===== config.mk =====
export PLATFORM = sky130hd
export DESIGN_NAME = i2c_slv_bank
export DESIGN_NICKNAME = d
export VERILOG_FILES = /design/src/rtl/i2c_slv_pkg.sv /design/src/rtl/i2c_bus_sync.sv /design/src/rtl/i2c_slv_bank.sv
export SDC_FILE = /design/constraint.sdc
export NUM_CORES = 1
export LEC_CHECK = 0
export CAP_MARGIN = 30
export CORE_ASPECT_RATIO = 2
export CORE_UTILIZATION = 47
export CTS_CLUSTER_SIZE = 12
export DETAILED_ROUTE_END_ITERATION = 10
export PLACE_DENSITY = 0.71
export SLEW_MARGIN = 10
export SYNTH_ARGS = -nofsm -noshare
export SYNTH_HDL_FRONTEND = slang
export SYNTH_SLANG_ARGS = --single-unit

===== constraint.sdc =====
create_clock -name clk -period 2.6 [get_ports clk]
set_input_delay 0.78 -clock clk [delete_from_list [all_inputs] [get_ports clk]]
set_output_delay 0.78 -clock clk [all_outputs]
set_load 0.1 [all_outputs]

===== src/rtl/i2c_slv_pkg.sv =====
// Shared types for the I2C target bank: FSM state encoding, bus event
// classification and a few protocol constants used by the bit counter.
package i2c_slv_pkg;

    // Transaction FSM states of the target bank.
    typedef enum logic [3:0] {
        ST_IDLE     = 4'd0,
        ST_ADDR     = 4'd1,
        ST_ADDR_ACK = 4'd2,
        ST_PTR      = 4'd3,
        ST_PTR_ACK  = 4'd4,
        ST_WR_DATA  = 4'd5,
        ST_WR_ACK   = 4'd6,
        ST_RD_DATA  = 4'd7,
        ST_RD_ACK   = 4'd8,
        ST_IGNORE   = 4'd9
    } slv_state_t;

    // Bus conditions seen while SCL is held high.
    typedef enum logic [1:0] {
        EV_NONE  = 2'd0,
        EV_START = 2'd1,
        EV_STOP  = 2'd2
    } bus_ev_t;

    localparam int BIT_CNT_W = 4;

    // Bit counter values inside a 9-clock byte frame:
    // LAST_DATA_BIT is the count before the 8th SCL rise,
    // ACK_WAIT is held between the 8th rise and the ACK-slot SCL rise,
    // ACK_HELD is held between the ACK-slot rise and the SCL fall ending it.
    localparam logic [BIT_CNT_W-1:0] LAST_DATA_BIT = 4'd7;
    localparam logic [BIT_CNT_W-1:0] ACK_WAIT      = 4'd8;
    localparam logic [BIT_CNT_W-1:0] ACK_HELD      = 4'd9;

    // Saturating 8-bit increment.
    function automatic logic [7:0] sat_inc8(input logic [7:0] v);
        return (v == 8'hFF) ? v : v + 8'd1;
    endfunction

endpackage


===== src/rtl/i2c_bus_sync.sv =====
// Synchronises raw SCL/SDA and classifies SCL edges plus START/STOP
// conditions on the synchronised values. Both lines pass the same number
// of flops, so their relative timing is preserved.
module i2c_bus_sync
    import i2c_slv_pkg::*;
#(
    parameter int SYNC_STAGES = 2
) (
    input  logic    clk,
    input  logic    rst,
    input  logic    scl_i,
    input  logic    sda_i,
    output logic    sda_o,
    output logic    scl_rise_o,
    output logic    scl_fall_o,
    output bus_ev_t bus_ev_o
);

    logic [SYNC_STAGES-1:0] scl_sync_q;
    logic [SYNC_STAGES-1:0] sda_sync_q;
    logic                   scl_prev_q;
    logic                   sda_prev_q;
    logic                   scl_s;
    logic                   sda_s;

    assign scl_s = scl_sync_q[SYNC_STAGES-1];
    assign sda_s = sda_sync_q[SYNC_STAGES-1];

    // Synchroniser chains and one-cycle history; idle bus level is high.
    always_ff @(posedge clk) begin
        if (rst) begin
            scl_sync_q <= '1;
            sda_sync_q <= '1;
            scl_prev_q <= 1'b1;
            sda_prev_q <= 1'b1;
        end else begin
            scl_sync_q[0] <= scl_i;
            sda_sync_q[0] <= sda_i;
            for (int i = 1; i < SYNC_STAGES; i++) begin
                scl_sync_q[i] <= scl_sync_q[i-1];
                sda_sync_q[i] <= sda_sync_q[i-1];
            end
            scl_prev_q <= scl_s;
            sda_prev_q <= sda_s;
        end
    end

    assign sda_o      = sda_s;
    assign scl_rise_o = scl_s & ~scl_prev_q;
    assign scl_fall_o = ~scl_s & scl_prev_q;

    // START/STOP need SCL high in both the previous and current sample.
    always_comb begin
        bus_ev_o = EV_NONE;
        if (scl_s && scl_prev_q) begin
            if (sda_prev_q && !sda_s) begin
                bus_ev_o = EV_START;
            end else if (!sda_prev_q && sda_s) begin
                bus_ev_o = EV_STOP;
            end
        end
    end

endmodule


===== src/rtl/i2c_slv_bank.sv =====
// Bank of NUM_CH I2C targets at consecutive 7-bit addresses sharing one
// register pointer. Writes are reported on a pulse interface, reads fetch
// bytes from the host through a request/response interface.
//
// Host-side interfaces are single-cycle pulses with no back-pressure:
// slv_rd_req is high for exactly one cycle with slv_rd_ch/slv_rd_ptr valid in
// that same cycle, and the host must present slv_rd_data in the cycle that
// follows; rpt_wr_vld is high for exactly one cycle with rpt_wr_ch/ptr/data
// valid in that cycle and must be consumed then.
module i2c_slv_bank
    import i2c_slv_pkg::*;
#(
    parameter int         NUM_CH      = 2,
    parameter logic [6:0] BASE_ADDR   = 7'h50,
    parameter int         PTR_W       = 4,
    parameter int         SYNC_STAGES = 2,
    localparam int        CH_W        = (NUM_CH > 1) ? $clog2(NUM_CH) : 1
) (
    input  logic             clk,
    input  logic             rst,
    input  logic             i2c_scl_i,
    input  logic             i2c_sda_i,
    output logic             i2c_sda_oe,
    output logic             slv_rd_req,
    output logic [CH_W-1:0]  slv_rd_ch,
    output logic [PTR_W-1:0] slv_rd_ptr,
    input  logic [7:0]       slv_rd_data,
    output logic             rpt_wr_vld,
    output logic [CH_W-1:0]  rpt_wr_ch,
    output logic [PTR_W-1:0] rpt_wr_ptr,
    output logic [7:0]       rpt_wr_data,
    output logic             rpt_busy,
    output logic [7:0]       rpt_nack_cnt,
    output slv_state_t       dbg_state_o
);

    // Synchronised bus view
    logic    sda_s;
    logic    scl_rise;
    logic    scl_fall;
    bus_ev_t bus_ev;

    i2c_bus_sync #(
        .SYNC_STAGES (SYNC_STAGES)
    ) u_sync (
        .clk        (clk),
        .rst        (rst),
        .scl_i      (i2c_scl_i),
        .sda_i      (i2c_sda_i),
        .sda_o      (sda_s),
        .scl_rise_o (scl_rise),
        .scl_fall_o (scl_fall),
        .bus_ev_o   (bus_ev)
    );

    // State registers and next-state values
    slv_state_t             state_q,    state_d;
    logic [BIT_CNT_W-1:0]   bit_cnt_q,  bit_cnt_d;
    logic [7:0]             shreg_q,    shreg_d;
    logic [CH_W-1:0]        ch_q,       ch_d;
    logic [PTR_W-1:0]       ptr_q,      ptr_d;
    logic                   rw_q,       rw_d;
    logic                   oe_q,       oe_d;
    logic                   rd_req_q,   rd_req_d;
    logic [CH_W-1:0]        rd_ch_q,    rd_ch_d;
    logic [PTR_W-1:0]       rd_ptr_q,   rd_ptr_d;
    logic                   rd_lat_q,   rd_lat_d;
    logic                   wr_vld_q,   wr_vld_d;
    logic [CH_W-1:0]        wr_ch_q,    wr_ch_d;
    logic [PTR_W-1:0]       wr_ptr_q,   wr_ptr_d;
    logic [7:0]             wr_data_q,  wr_data_d;
    logic                   busy_q,     busy_d;
    logic [7:0]             nack_cnt_q, nack_cnt_d;

    // Byte as it stands after shifting in the bit sampled on this SCL rise.
    logic [7:0] byte_in;
    logic [7:0] addr_off;
    logic       addr_hit;
    logic       is_ack_st;

    assign byte_in   = {shreg_q[6:0], sda_s};
    assign addr_off  = {1'b0, byte_in[7:1]} - {1'b0, BASE_ADDR};
    assign addr_hit  = (byte_in[7:1] >= BASE_ADDR) && (addr_off < 8'(NUM_CH));
    assign is_ack_st = (state_q == ST_ADDR_ACK) || (state_q == ST_PTR_ACK) ||
                       (state_q == ST_WR_ACK);

    // Next-state logic: bus events first, then per-state bit handling.
    always_comb begin
        state_d    = state_q;
        bit_cnt_d  = bit_cnt_q;
        shreg_d    = shreg_q;
        ch_d       = ch_q;
        ptr_d      = ptr_q;
        rw_d       = rw_q;
        oe_d       = oe_q;
        rd_req_d   = 1'b0;
        rd_ch_d    = rd_ch_q;
        rd_ptr_d   = rd_ptr_q;
        rd_lat_d   = rd_req_q;
        wr_vld_d   = 1'b0;
        wr_ch_d    = wr_ch_q;
        wr_ptr_d   = wr_ptr_q;
        wr_data_d  = wr_data_q;
        busy_d     = busy_q;
        nack_cnt_d = nack_cnt_q;

        // Host byte arrives the cycle after the request; the pointer moves
        // on once the byte is captured. SCL cannot edge in this window.
        if (rd_lat_q) begin
            shreg_d = slv_rd_data;
            ptr_d   = ptr_q + PTR_W'(1);
        end

        if (bus_ev == EV_START) begin
            state_d   = ST_ADDR;
            bit_cnt_d = '0;
            oe_d      = 1'b0;
            busy_d    = 1'b0;
        end else if (bus_ev == EV_STOP) begin
            state_d   = ST_IDLE;
            bit_cnt_d = '0;
            oe_d      = 1'b0;
            busy_d    = 1'b0;
            ptr_d     = '0;
        end else if (is_ack_st) begin
            // Drive ACK from the fall after the 8th bit to the fall after the 9th.
            if (scl_fall && bit_cnt_q == ACK_WAIT) begin
                oe_d = 1'b1;
            end else if (scl_rise) begin
                bit_cnt_d = ACK_HELD;
                if (state_q == ST_ADDR_ACK && rw_q) begin
                    rd_req_d = 1'b1;
                    rd_ch_d  = ch_q;
                    rd_ptr_d = ptr_q;
                end
            end else if (scl_fall && bit_cnt_q == ACK_HELD) begin
                bit_cnt_d = '0;
                if (state_q == ST_ADDR_ACK && rw_q) begin
                    oe_d    = ~shreg_q[7];
                    state_d = ST_RD_DATA;
                end else begin
                    oe_d    = 1'b0;
                    state_d = (state_q == ST_ADDR_ACK) ? ST_PTR : ST_WR_DATA;
                end
            end
        end else begin
            case (state_q)
                ST_ADDR: begin
                    if (scl_rise) begin
                        shreg_d   = byte_in;
                        bit_cnt_d = bit_cnt_q + 4'd1;
                        if (bit_cnt_q == LAST_DATA_BIT) begin
                            if (addr_hit) begin
                                ch_d    = addr_off[CH_W-1:0];
                                rw_d    = byte_in[0];
                                busy_d  = 1'b1;
                                state_d = ST_ADDR_ACK;
                            end else begin
                                state_d = ST_IGNORE;
                            end
                        end
                    end
                end
                ST_PTR: begin
                    if (scl_rise) begin
                        shreg_d   = byte_in;
                        bit_cnt_d = bit_cnt_q + 4'd1;
                        if (bit_cnt_q == LAST_DATA_BIT) begin
                            ptr_d   = byte_in[PTR_W-1:0];
                            state_d = ST_PTR_ACK;
                        end
                    end
                end
                ST_WR_DATA: begin
                    if (scl_rise) begin
                        shreg_d   = byte_in;
                        bit_cnt_d = bit_cnt_q + 4'd1;
                        if (bit_cnt_q == LAST_DATA_BIT) begin
                            wr_vld_d  = 1'b1;
                            wr_ch_d   = ch_q;
                            wr_ptr_d  = ptr_q;
                            wr_data_d = byte_in;
                            ptr_d     = ptr_q + PTR_W'(1);
                            state_d   = ST_WR_ACK;
                        end
                    end
                end
                ST_RD_DATA: begin
                    // Master samples on rise; next bit goes out on the fall.
                    if (scl_rise) begin
                        bit_cnt_d = bit_cnt_q + 4'd1;
                        if (bit_cnt_q == LAST_DATA_BIT) begin
                            state_d = ST_RD_ACK;
                        end
                    end else if (scl_fall) begin
                        shreg_d = {shreg_q[6:0], 1'b0};
                        oe_d    = ~shreg_q[6];
                    end
                end
                ST_RD_ACK: begin
                    if (scl_fall && bit_cnt_q == ACK_WAIT) begin
                        oe_d = 1'b0;
                    end else if (scl_rise) begin
                        if (sda_s) begin
                            nack_cnt_d = sat_inc8(nack_cnt_q);
                            bit_cnt_d  = '0;
                            state_d    = ST_IGNORE;
                        end else begin
                            rd_req_d  = 1'b1;
                            rd_ch_d   = ch_q;
                            rd_ptr_d  = ptr_q;
                            bit_cnt_d = ACK_HELD;
                        end
                    end else if (scl_fall && bit_cnt_q == ACK_HELD) begin
                        oe_d      = ~shreg_q[7];
                        bit_cnt_d = '0;
                        state_d   = ST_RD_DATA;
                    end
                end
                ST_IDLE, ST_IGNORE: begin
                    oe_d = 1'b0;
                end
                default: begin
                    oe_d    = 1'b0;
                    state_d = ST_IDLE;
                end
            endcase
        end
    end

    // State register with synchronous reset.
    always_ff @(posedge clk) begin
        if (rst) begin
            state_q    <= ST_IDLE;
            bit_cnt_q  <= '0;
            shreg_q    <= '0;
            ch_q       <= '0;
            ptr_q      <= '0;
            rw_q       <= 1'b0;
            oe_q       <= 1'b0;
            rd_req_q   <= 1'b0;
            rd_ch_q    <= '0;
            rd_ptr_q   <= '0;
            rd_lat_q   <= 1'b0;
            wr_vld_q   <= 1'b0;
            wr_ch_q    <= '0;
            wr_ptr_q   <= '0;
            wr_data_q  <= '0;
            busy_q     <= 1'b0;
            nack_cnt_q <= '0;
        end else begin
            state_q    <= state_d;
            bit_cnt_q  <= bit_cnt_d;
            shreg_q    <= shreg_d;
            ch_q       <= ch_d;
            ptr_q      <= ptr_d;
            rw_q       <= rw_d;
            oe_q       <= oe_d;
            rd_req_q   <= rd_req_d;
            rd_ch_q    <= rd_ch_d;
            rd_ptr_q   <= rd_ptr_d;
            rd_lat_q   <= rd_lat_d;
            wr_vld_q   <= wr_vld_d;
            wr_ch_q    <= wr_ch_d;
            wr_ptr_q   <= wr_ptr_d;
            wr_data_q  <= wr_data_d;
            busy_q     <= busy_d;
            nack_cnt_q <= nack_cnt_d;
        end
    end

    assign i2c_sda_oe   = oe_q;
    assign slv_rd_req   = rd_req_q;
    assign slv_rd_ch    = rd_ch_q;
    assign slv_rd_ptr   = rd_ptr_q;
    assign rpt_wr_vld   = wr_vld_q;
    assign rpt_wr_ch    = wr_ch_q;
    assign rpt_wr_ptr   = wr_ptr_q;
    assign rpt_wr_data  = wr_data_q;
    assign rpt_busy     = busy_q;
    assign rpt_nack_cnt = nack_cnt_q;
    assign dbg_state_o  = state_q;

endmodule


==> results.md, run 1 <==
* Gpl congestion at 0.978
* Tmin final at 2370 ps
* Mapped Cells at 352
* Hold bufs inserted after CTS at 0
* Global-route usage over all layers at 25.3%
* Post-Synth Adder-Cell Area at 3.21%
* Synth Area in Simple Gates at 24.8%
* Setup_tns at 0 ps
* Final setup violation count at 0
* Port Buffer Count at 45
* FF-to-FF setup slack at 230 ps
* Chip height at 117 µm
* Hold Crit Class: flip-flop to flip-flop
* Synthesized area per cell at 8.85 µm²
* IO Count at 46
* Synth Area in Compound Gates at 15.7%
* Critical path startpoint category: flip-flop
* Most frequent cells in the layout: 59 x dfxtp_1, 52 x nor2_1, 45 x buf_4, 30 x mux2i_1, 14 x a21oi_1
* TritonCTS buffer count at 9
* Largest family of logic cells by synthesized area: simple AND/OR/NAND/NOR gates
* Antenna violations before repair at 0
* Placeable Area at 6360 µm²
* Clk root buf: clkbuf_16
* Post-route insts no fill at 492
* Post-Synth XOR/XNOR Area at 3.37%
* Initial Util at 49.0%
* Total gr overflow at 0
* Post-synth EDFFs at 0
* CTS H-tree depth at 3
* Worst Path Max Fanout at 9
* Mux cell area share after synthesis at 10.4%
* Clock Skew at 8.00 ps
* Register-to-Register Path Depth at 8
* Tcrit/Tclk final at 91.0%
* Slew headroom at 54.4%
* Layout cells sized above 1 at 19.7%
* Synth warn at 0
* Seq cells post-synth at 59
* Mapped Area at 3120 µm²
* Fmax at 0.423 GHz
* Hold path depth at 1
* Most common cell after layout, fill and taps aside: dfxtp_1
* Crit path arrival time at 2630 ps
* Dpl hpwl at 6000 µm
* Pre-antenna DRT Iters at 4
* Worst-path clk slew at 50 ps
* Worst R2R Start: u_sync.scl_sync_q[1]$_SDFF_PP1_
* Clock Tree Buf Depth at 2
* Drt total wl at 8130 µm
* LEAKAGE at 1.53 nW
* Fin. max-slew vios at 0
* RSZ-0062 raised after global routing: no
* Drt initial violations at 151
* Worst r2r dst: rpt_nack_cnt[3]$_SDFFE_PP0P_
* Final hold vios at 0
* Required @ worst endpoint at 2860 ps
* Clk Latency, worst-skew pair at 330 ps
* Wirelength per Cell at 16.5 µm
* Syn nets at 372
* Largest net degree at the start of global routing at 25
* Hold EP: u_sync.sda_sync_q[1]$_SDFF_PP1_
* First-pass GRT wire length at 13,000 µm
* Detail Route Antenna Nets at 0
* # Post-CTS Setup Buffers at 0
* Site row count at 41
* Power Density at 699 nW/µm²
* Ys flop type: dfxtp_1
* Status: completed
* Die ar. at 6980 µm²
* Ys async rst share at 0%
* CP endpoint kind: flip-flop
* CTS sink cnt at 59
* Via count of the first global-routing pass at 2,660
* CTS tree: done
* Nets at 422
* Die Width at 59.6 µm
* Cells after DPL at 476
* Max VDD drop at 0.597 mV
* MaxCap Viol Count at 0
* DR DRC count at 0
* Worst Setup Path Type: flip-flop to flip-flop
* Routed vias at 2,828
* Fill cells at 572
* Area growth syn-to-layout at 26.1%
* Slew @ Worst Pin at 684 ps
* Seq/Total Area, Yosys at 37.9%
* Hold Path Origin: u_sync.sda_sync_q[0]$_SDFF_PP1_
* Vias/cell at 5.75
* Library cells used by synthesis at 65
* Ant. Diodes at 0
[kinds of logic (layout without fill, tap and decap cells)]
logic type	after synthesis	count (layout)
compound gates	69	69
buf+inv	31	85
flops	59	59
fa+ha+maj	8	8
simple gates	141	141
xor+xnor	12	12
mux	32	32
[routing by layer]
layer  share of wire, %  up-vias  GRT usage, %  routed length [µm]
li1                   -     1367             -                   -
met1                 37     1335          26.1                3030
met2                 53       97          42.8                4330
met3                4.5       29          6.26                 362
met4                5.0        0          18.6                 403
met5                  0        -             0                   0
[layout make-up]
type                       instances  area, µm²  area share [%]
multi-input combinational        262       1800            45.7
timing repair buffer              59        508            12.9
tap                               86        108            2.74
sequential                        59       1180            30.1
clock buffer                      13        260            6.62
inverter                          11       41.3            1.05
clock inverter                     2       35.0           0.892
[cells in the mapped netlist, types with 2 or more instances]
cell type / number / area share (%)
dfxtp_1: 59 / 38
nor2_1: 52 / 6.3
mux2i_1: 30 / 9.6
a21oi_1: 14 / 2.2
nand2_1: 13 / 1.6
inv_1: 11 / 1.3
nand3_1: 11 / 1.8
o21ai_0: 11 / 1.8
nor3_1: 10 / 1.6
ha_1: 8 / 3.2
a211oi_1: 7 / 1.7
buf_2: 7 / 1.1
nand4_1: 7 / 1.4
or2_2: 7 / 1.4
xnor2_1: 7 / 2.0
a22oi_1: 6 / 1.4
clkbuf_1: 6 / 0.72
buf_4: 5 / 1.2
nand2b_1: 5 / 1.0
xor2_1: 5 / 1.4
nor2b_1: 4 / 0.80
and3_1: 3 / 0.60
nand3b_1: 3 / 0.72
o21a_1: 3 / 0.72
o22a_1: 3 / 0.84
or3_1: 3 / 0.60
a311oi_1: 2 / 0.56
a31oi_1: 2 / 0.40
a32oi_1: 2 / 0.56
and2_1: 2 / 0.40
and2b_1: 2 / 0.48
and3b_1: 2 / 0.56
and4b_1: 2 / 0.64
buf_1: 2 / 0.24
nor3b_1: 2 / 0.48
nor4bb_1: 2 / 0.64
o2111ai_1: 2 / 0.56
o21ai_1: 2 / 0.32
o221ai_1: 2 / 0.56
[sequential cells by signal (all words and copies together), names as in the netlist, 2 cells and up]
register,flops
rpt_wr_data,8
dbg_state_o,4
ptr_q,4
slv_rd_ptr,4
rpt_nack_cnt,8
rpt_wr_ptr,4
u_sync.sda_sync_q,2
u_sync.scl_sync_q,2
shreg_q,8
bit_cnt_q,4
[through the flow]
step	setup slack [ps]	utilization (%)	area (µm²)	total power [mW]	hold slack, ps
after CTS	210	61.6	3920	2.75	408
after global routing	16.4	61.8	3930	2.83	428
after floorplan	197	-	3120	1.39	389
after detailed placement	225	56.9	3620	1.57	397
after global placement	377	56.9	3620	1.57	390
final	235	61.8	3930	2.75	406
[critical path, stage by stage (launching register included)]
cell,delay (ps)
dfxtp_1,440
nand2_1,100
nor3b_1,280
inv_1,80
ha_1,400
and4b_1,240
o211ai_2,210
or3_1,410
a21oi_1,130
[timing repair]
action / 4_1_cts / 5_1_grt
resized for setup: 0 / 1
setup endpoints to repair: 0 / 1
hold endpoints to repair: 0 / 0
[worst max-delay path by stage]
stage,from,endpoint,cells past startpoint
floorplan,dbg_state_o[3]$_SDFFE_PP0P_,dbg_state_o[0]$_SDFFE_PP0P_,5
global placement,u_sync.scl_sync_q[1]$_SDFF_PP1_,rpt_nack_cnt[3]$_SDFFE_PP0P_,8
detailed placement,u_sync.scl_sync_q[1]$_SDFF_PP1_,rpt_nack_cnt[5]$_SDFFE_PP0P_,9
CTS,u_sync.scl_sync_q[1]$_SDFF_PP1_,rpt_nack_cnt[3]$_SDFFE_PP0P_,8
global route,u_sync.scl_sync_q[1]$_SDFF_PP1_,rpt_nack_cnt[5]$_SDFFE_PP0P_,9
finish,u_sync.scl_sync_q[1]$_SDFF_PP1_,rpt_nack_cnt[3]$_SDFFE_PP0P_,8
[where the power goes]
group / total [mW] / switching (mW) / internal, mW
combinational: 0.583 / 0.373 / 0.211
clock: 1.18 / 0.395 / 0.786
sequential: 0.982 / 0.0501 / 0.932
Power figures use the tool's default switching activity.
==> inputs of run 2 (changes only) <==
- CORE_ASPECT_RATIO: 2 -> 0.8
==> run 2 against run 1 <==
Sequential share of layout area rose by 0.84 points. Highest routed layer unchanged. Critical endpoint is now shreg_q[3]$_SDFF_PP0_. Design area fell by 2.6%. Utilization fell by 2.1 points.
==> results.md, run 2 (synthesis gave the netlist of run 1 again) <==
* Die Width at 93.0 µm
* Chip height at 74.8 µm
* Ant. Diodes at 0
* Max VDD drop at 0.360 mV
* Detail Route Antenna Nets at 0
* Clock Tree Buf Depth at 2
* Register-to-Register Path Depth at 8
* Tcrit/Tclk final at 94.3%
* DP Worst Slack at 204 ps
* Drt total wl at 7610 µm
* Worst-path clk slew at 70 ps
* Tmin final at 2450 ps
* Layout cells sized above 1 at 19.9%
* Delay of the slowest critical-path stage at 430 ps
* Critical-path cell list: nand2_1, nor3b_1, inv_1, ha_1, nor3_1, o21ai_1, nor2_1, a211oi_1
* Placeable Area at 6410 µm²
* CTS tree: done
* MaxCap Viol Count at 0
* FF-to-FF setup slack at 150 ps
* Most frequent cells in the layout: 58 x dfxtp_1, 52 x nor2_1, 40 x buf_4, 30 x mux2i_1, 14 x a21oi_1
* CTS sink cnt at 59
* Slew @ Worst Pin at 954 ps
* Fill cells at 561
* Die ar. at 6960 µm²
* Status: completed
* Largest net degree at the start of global routing at 47
* Site row count at 26
* Drt initial violations at 241
* IO Count at 46
* Worst Path Max Fanout at 15
* Dpl hpwl at 5330 µm
* CP endpoint kind: flip-flop
* Hold Crit Class: flip-flop to flip-flop
* Crit path arrival time at 2620 ps
* Final hold vios at 0
* DR DRC count at 0
* Global-route usage over all layers at 23.1%
* Required @ worst endpoint at 2770 ps
* Final setup violation count at 0
* Port Buffer Count at 45
* Total power at 2.43 mW
* Clk root buf: clkbuf_8
* LEAKAGE at 1.47 nW
* Clock Skew at 8.68 ps
* Clk Latency, worst-skew pair at 340 ps
* Fin Hold WS at 413 ps
* Most common cell after layout, fill and taps aside: dfxtp_1
* Antenna violations before repair at 0
* Vias/cell at 5.68
* Gpl congestion at 0.944
* Worst setup startpoint: u_sync.scl_prev_q$_SDFF_PP1_
* # Post-CTS Setup Buffers at 0
* Via count of the first global-routing pass at 2,457
* RSZ-0062 raised after global routing: yes
* Worst R2R Start: u_sync.scl_prev_q$_SDFF_PP1_
* Pre-antenna DRT Iters at 5
* Area growth syn-to-layout at 22.8%
* Setup_tns at 0 ps
* Fin. max-slew vios at 0
* Post-route insts no fill at 487
* Total gr overflow at 0
* Wirelength per Cell at 15.6 µm
* Initial Util at 48.6%
* Hold Path Origin: u_sync.scl_sync_q[0]$_SDFF_PP1_
* Cells after DPL at 471
* Worst r2r dst: shreg_q[3]$_SDFF_PP0_
* Setup ws final at 149 ps
* Worst path depth at 8
* TritonCTS buffer count at 9
* Cell family contributing the most delay on the critical path: simple AND/OR/NAND/NOR gates
* Worst Setup EP: shreg_q[3]$_SDFF_PP0_
* Slew headroom at 36.0%
* Max stage delay cell, worst path: dfxtp_1
* Power Density at 634 nW/µm²
* CTS H-tree depth at 3
* Worst Setup Path Type: flip-flop to flip-flop
* Critical path startpoint category: flip-flop
* Nets at 418
* Fmax at 0.408 GHz
* First-pass GRT wire length at 12,300 µm
* Critical path buffer and inverter count at 1
* Routed vias at 2,766
==> run 2: cell types whose count changed in the layout (fill, tap and decap cells not counted) <==
| cell | before | now |
|---|---|---|
| clkbuf_1 | 2 | 0 |
| dfxtp_2 | 0 | 1 |
| buf_12 | 3 | 4 |
| clkbuf_16 | 9 | 0 |
| buf_4 | 45 | 40 |
| clkinvlp_4 | 0 | 1 |
| clkinv_4 | 0 | 1 |
| dfxtp_1 | 59 | 58 |
| inv_6 | 0 | 1 |
| clkbuf_8 | 2 | 11 |
==> run 2: worst min path at each step <==
stage                                      end  slack [ps]  depth (start not counted)
5_1_grt        u_sync.scl_sync_q[1]$_SDFF_PP1_         420                          1
2_1_floorplan  u_sync.scl_sync_q[1]$_SDFF_PP1_         390                          1
6_report       u_sync.scl_sync_q[1]$_SDFF_PP1_         410                          1
3_3_place_gp   u_sync.sda_sync_q[1]$_SDFF_PP1_         390                          1
3_5_place_dp   u_sync.scl_sync_q[1]$_SDFF_PP1_         400                          1
4_1_cts        u_sync.scl_sync_q[1]$_SDFF_PP1_         410                          1
==> run 2: area by class of cell <==
type | count | area (µm²) | area share [%]
tap | 84 | 105 | 2.75
inverter | 11 | 41.3 | 1.08
clock buffer | 11 | 151 | 3.96
timing repair buffer | 55 | 490 | 12.8
clock inverter | 5 | 60.1 | 1.57
sequential | 59 | 1180 | 30.9
multi-input combinational | 262 | 1800 | 46.9
==> run 2: what timing repair did <==
item	4_1_cts	5_1_grt
hold buffers	0	0
resized for setup	0	2
endpoints found under the setup margin	0	7
==> run 2: per-layer routing <==
metal | vias to the layer above | global-route usage, % | part of all wire, % | wire (µm)
met2 | 98 | 34.2 | 43 | 3270
met3 | 11 | 5.25 | 5.7 | 436
met4 | 0 | 7.52 | 1.2 | 90
met5 | - | 0 | 0 | 0
met1 | 1298 | 33.3 | 50 | 3810
li1 | 1359 | - | - | -
==> run 2: report_power, final <==
part	internal, mW	switching, mW	total (mW)
logic	0.204	0.373	0.577
registers	0.930	0.0410	0.971
clock network	0.498	0.381	0.879
total	1.63	0.795	2.43
==> run 2: stage by stage <==
step / instance area, µm² / util (%)
floorplan: 3120 / -
global placement: 3610 / 56.3
detailed placement: 3610 / 56.3
CTS: 3820 / 59.6
global route: 3830 / 59.7
finish: 3830 / 59.7
==> inputs of run 3 (changes only) <==
- CAP_MARGIN: 30 -> 20
- DONT_BUFFER_PORTS: unset -> 1
- PLACE_DENSITY: 0.71 -> unset
==> run 3 against run 2 <==
Via count shrank 2.5%. Hold slack lost 2.4 ps. Count of clock-buffer cells in the layout grew 2. Register-to-register slack gained 110 ps. Critical path type unchanged. Critical endpoint is now rpt_nack_cnt[3]$_SDFFE_PP0P_. Largest cell class unchanged.
==> results.md, run 3 (synthesis gave the netlist of run 1 again) <==
* Critical path startpoint category: flip-flop
* LEAKAGE at 1.40 nW
* Ant. Diodes at 0
* Via count of the first global-routing pass at 2,524
* RSZ-0062 raised after global routing: no
* Final core utilization at 56.9%
* Cell family contributing the most delay on the critical path: simple AND/OR/NAND/NOR gates
* Clock Tree Buf Depth at 2
* Tcrit/Tclk final at 89.9%
* Hold Crit Class: flip-flop to flip-flop
* Final setup violation count at 0
* Setup_tns at 0 ps
* Drt initial violations at 176
* Fill cells at 587
* CTS tree: done
* CP endpoint kind: flip-flop
* CTS sink cnt at 59
* Port Buffer Count at 0
* Wirelength per Cell at 16.2 µm
* Slew headroom at 54.2%
* Worst-path clk slew at 70 ps
* Power Density at 643 nW/µm²
* Pre-antenna DRT Iters at 5
* Worst Path Max Fanout at 9
* Gpl congestion at 0.886
* TritonCTS buffer count at 9
* Total gr overflow at 0
* Vias/cell at 5.69
* Site row count at 26
* Routed vias at 2,697
* Status: completed
* Clk root buf: clkbuf_8
* Dpl hpwl at 5300 µm
* Global-route usage over all layers at 24.0%
* Slew @ Worst Pin at 686 ps
* Antenna violations before repair at 0
* Delay of the slowest critical-path stage at 430 ps
* Crit path arrival time at 2610 ps
* Met2 WL at 3180 µm
* Final hold vios at 0
* CTS H-tree depth at 3
* Die Width at 93.0 µm
* Worst Setup Path Type: flip-flop to flip-flop
* Fin. max-slew vios at 0
* Layout cells sized above 1 at 19.5%
* Most frequent cells in the layout: 58 x dfxtp_1, 52 x nor2_1, 42 x buf_4, 30 x mux2i_1, 14 x a21oi_1
* Die ar. at 6960 µm²
* Chip height at 74.8 µm
* DR DRC count at 0
* # Post-CTS Setup Buffers at 0
* Max VDD drop at 0.327 mV
* Clk Latency, worst-skew pair at 340 ps
* Drt total wl at 7670 µm
* Detail Route Antenna Nets at 0
* Nets at 405
* IO Count at 46
* Initial Util at 48.6%
* Tmin final at 2340 ps
* Met3 WL post-DR at 749 µm
* Placeable Area at 6410 µm²
* Area growth syn-to-layout at 16.9%
* First-pass GRT wire length at 12,600 µm
* Most common cell after layout, fill and taps aside: dfxtp_1
* M1 WL at 3660 µm
* Required @ worst endpoint at 2870 ps
* Critical path buffer and inverter count at 1
* Max stage delay cell, worst path: or3_1
* MaxCap Viol Count at 0
* Top Layer Used: met4
* Clock Skew at 7.92 ps
* Critical-path cell list: nand2_1, nor3b_1, inv_1, ha_1, and4b_1, o211ai_2, or3_1, a21oi_1
* Largest net degree at the start of global routing at 53
* Fmax at 0.428 GHz
* Hold bufs inserted after CTS at 0
run 3: cell types whose count changed in the layout (fill, tap and decap cells not counted), sizes merged:
cell	before	now
clkinv	2	1
inv	12	11
buf	44	42
clkbuf	11	13
clkdlybuf4s50	11	0
run 3: timing repair:
action / in CTS / in global routing
hold endpoints to repair: 0 / 0
endpoints found under the setup margin: 0 / 8
resized for setup: 0 / 2
run 3: final timing paths:
kind | startpoint | end | slack [ps] | depth (start not counted)
min | u_sync.scl_sync_q[0]$_SDFF_PP1_ | u_sync.scl_sync_q[1]$_SDFF_PP1_ | 410 | 1
min reg2reg | u_sync.scl_sync_q[0]$_SDFF_PP1_ | u_sync.scl_sync_q[1]$_SDFF_PP1_ | 410 | 1
max | u_sync.scl_prev_q$_SDFF_PP1_ | rpt_nack_cnt[3]$_SDFFE_PP0P_ | 260 | 8
max reg2reg | u_sync.scl_prev_q$_SDFF_PP1_ | rpt_nack_cnt[3]$_SDFFE_PP0P_ | 260 | 8
run 3: worst reg2reg max path: stages (launching register included):
cell and delay [ps]:
dfxtp_1 400, nand2_1 90, nor3b_1 260, inv_1 70, ha_1 400, and4b_1 250, o211ai_2 200, or3_1 430
a21oi_1 160
run 3: report_power, final:
group / internal (mW) / total, mW / switching [mW]
Combinational: 0.153 / 0.488 / 0.335
Sequential: 0.930 / 0.983 / 0.0527
Clock: 0.498 / 0.872 / 0.374
Total: 1.58 / 2.34 / 0.762
run 3: cell type report:
class | instances | area, µm² | area share [%]
tap | 84 | 105 | 2.88
inverter | 11 | 41.3 | 1.13
timing repair buffer | 42 | 315 | 8.65
clock inverter | 3 | 46.3 | 1.27
sequential | 59 | 1180 | 32.5
clock buffer | 13 | 159 | 4.36
multi-input combinational | 262 | 1790 | 49.2
run 3: stage by stage:
| stage | hold slack (ps) | setup slack [ps] | cell area [µm²] | instances | total power [mW] |
|---|---|---|---|---|---|
| global route | 439 | 60.0 | 3640 | 474 | 2.45 |
| floorplan | 389 | 197 | 3120 | 352 | 1.39 |
| CTS | 413 | 175 | 3640 | 474 | 2.35 |
| detailed placement | 398 | 214 | 3430 | 458 | 1.48 |
| finish | 410 | 263 | 3640 | 474 | 2.34 |
| global placement | 400 | 333 | 3430 | 458 | 1.48 |
run 3: per-layer routing:
layer | global-route usage, % | vias to the layer above
met5 | 0 | -
met4 | 9.06 | 0
met3 | 8.89 | 7
met2 | 35.4 | 102
met1 | 32.1 | 1262
li1 | - | 1326
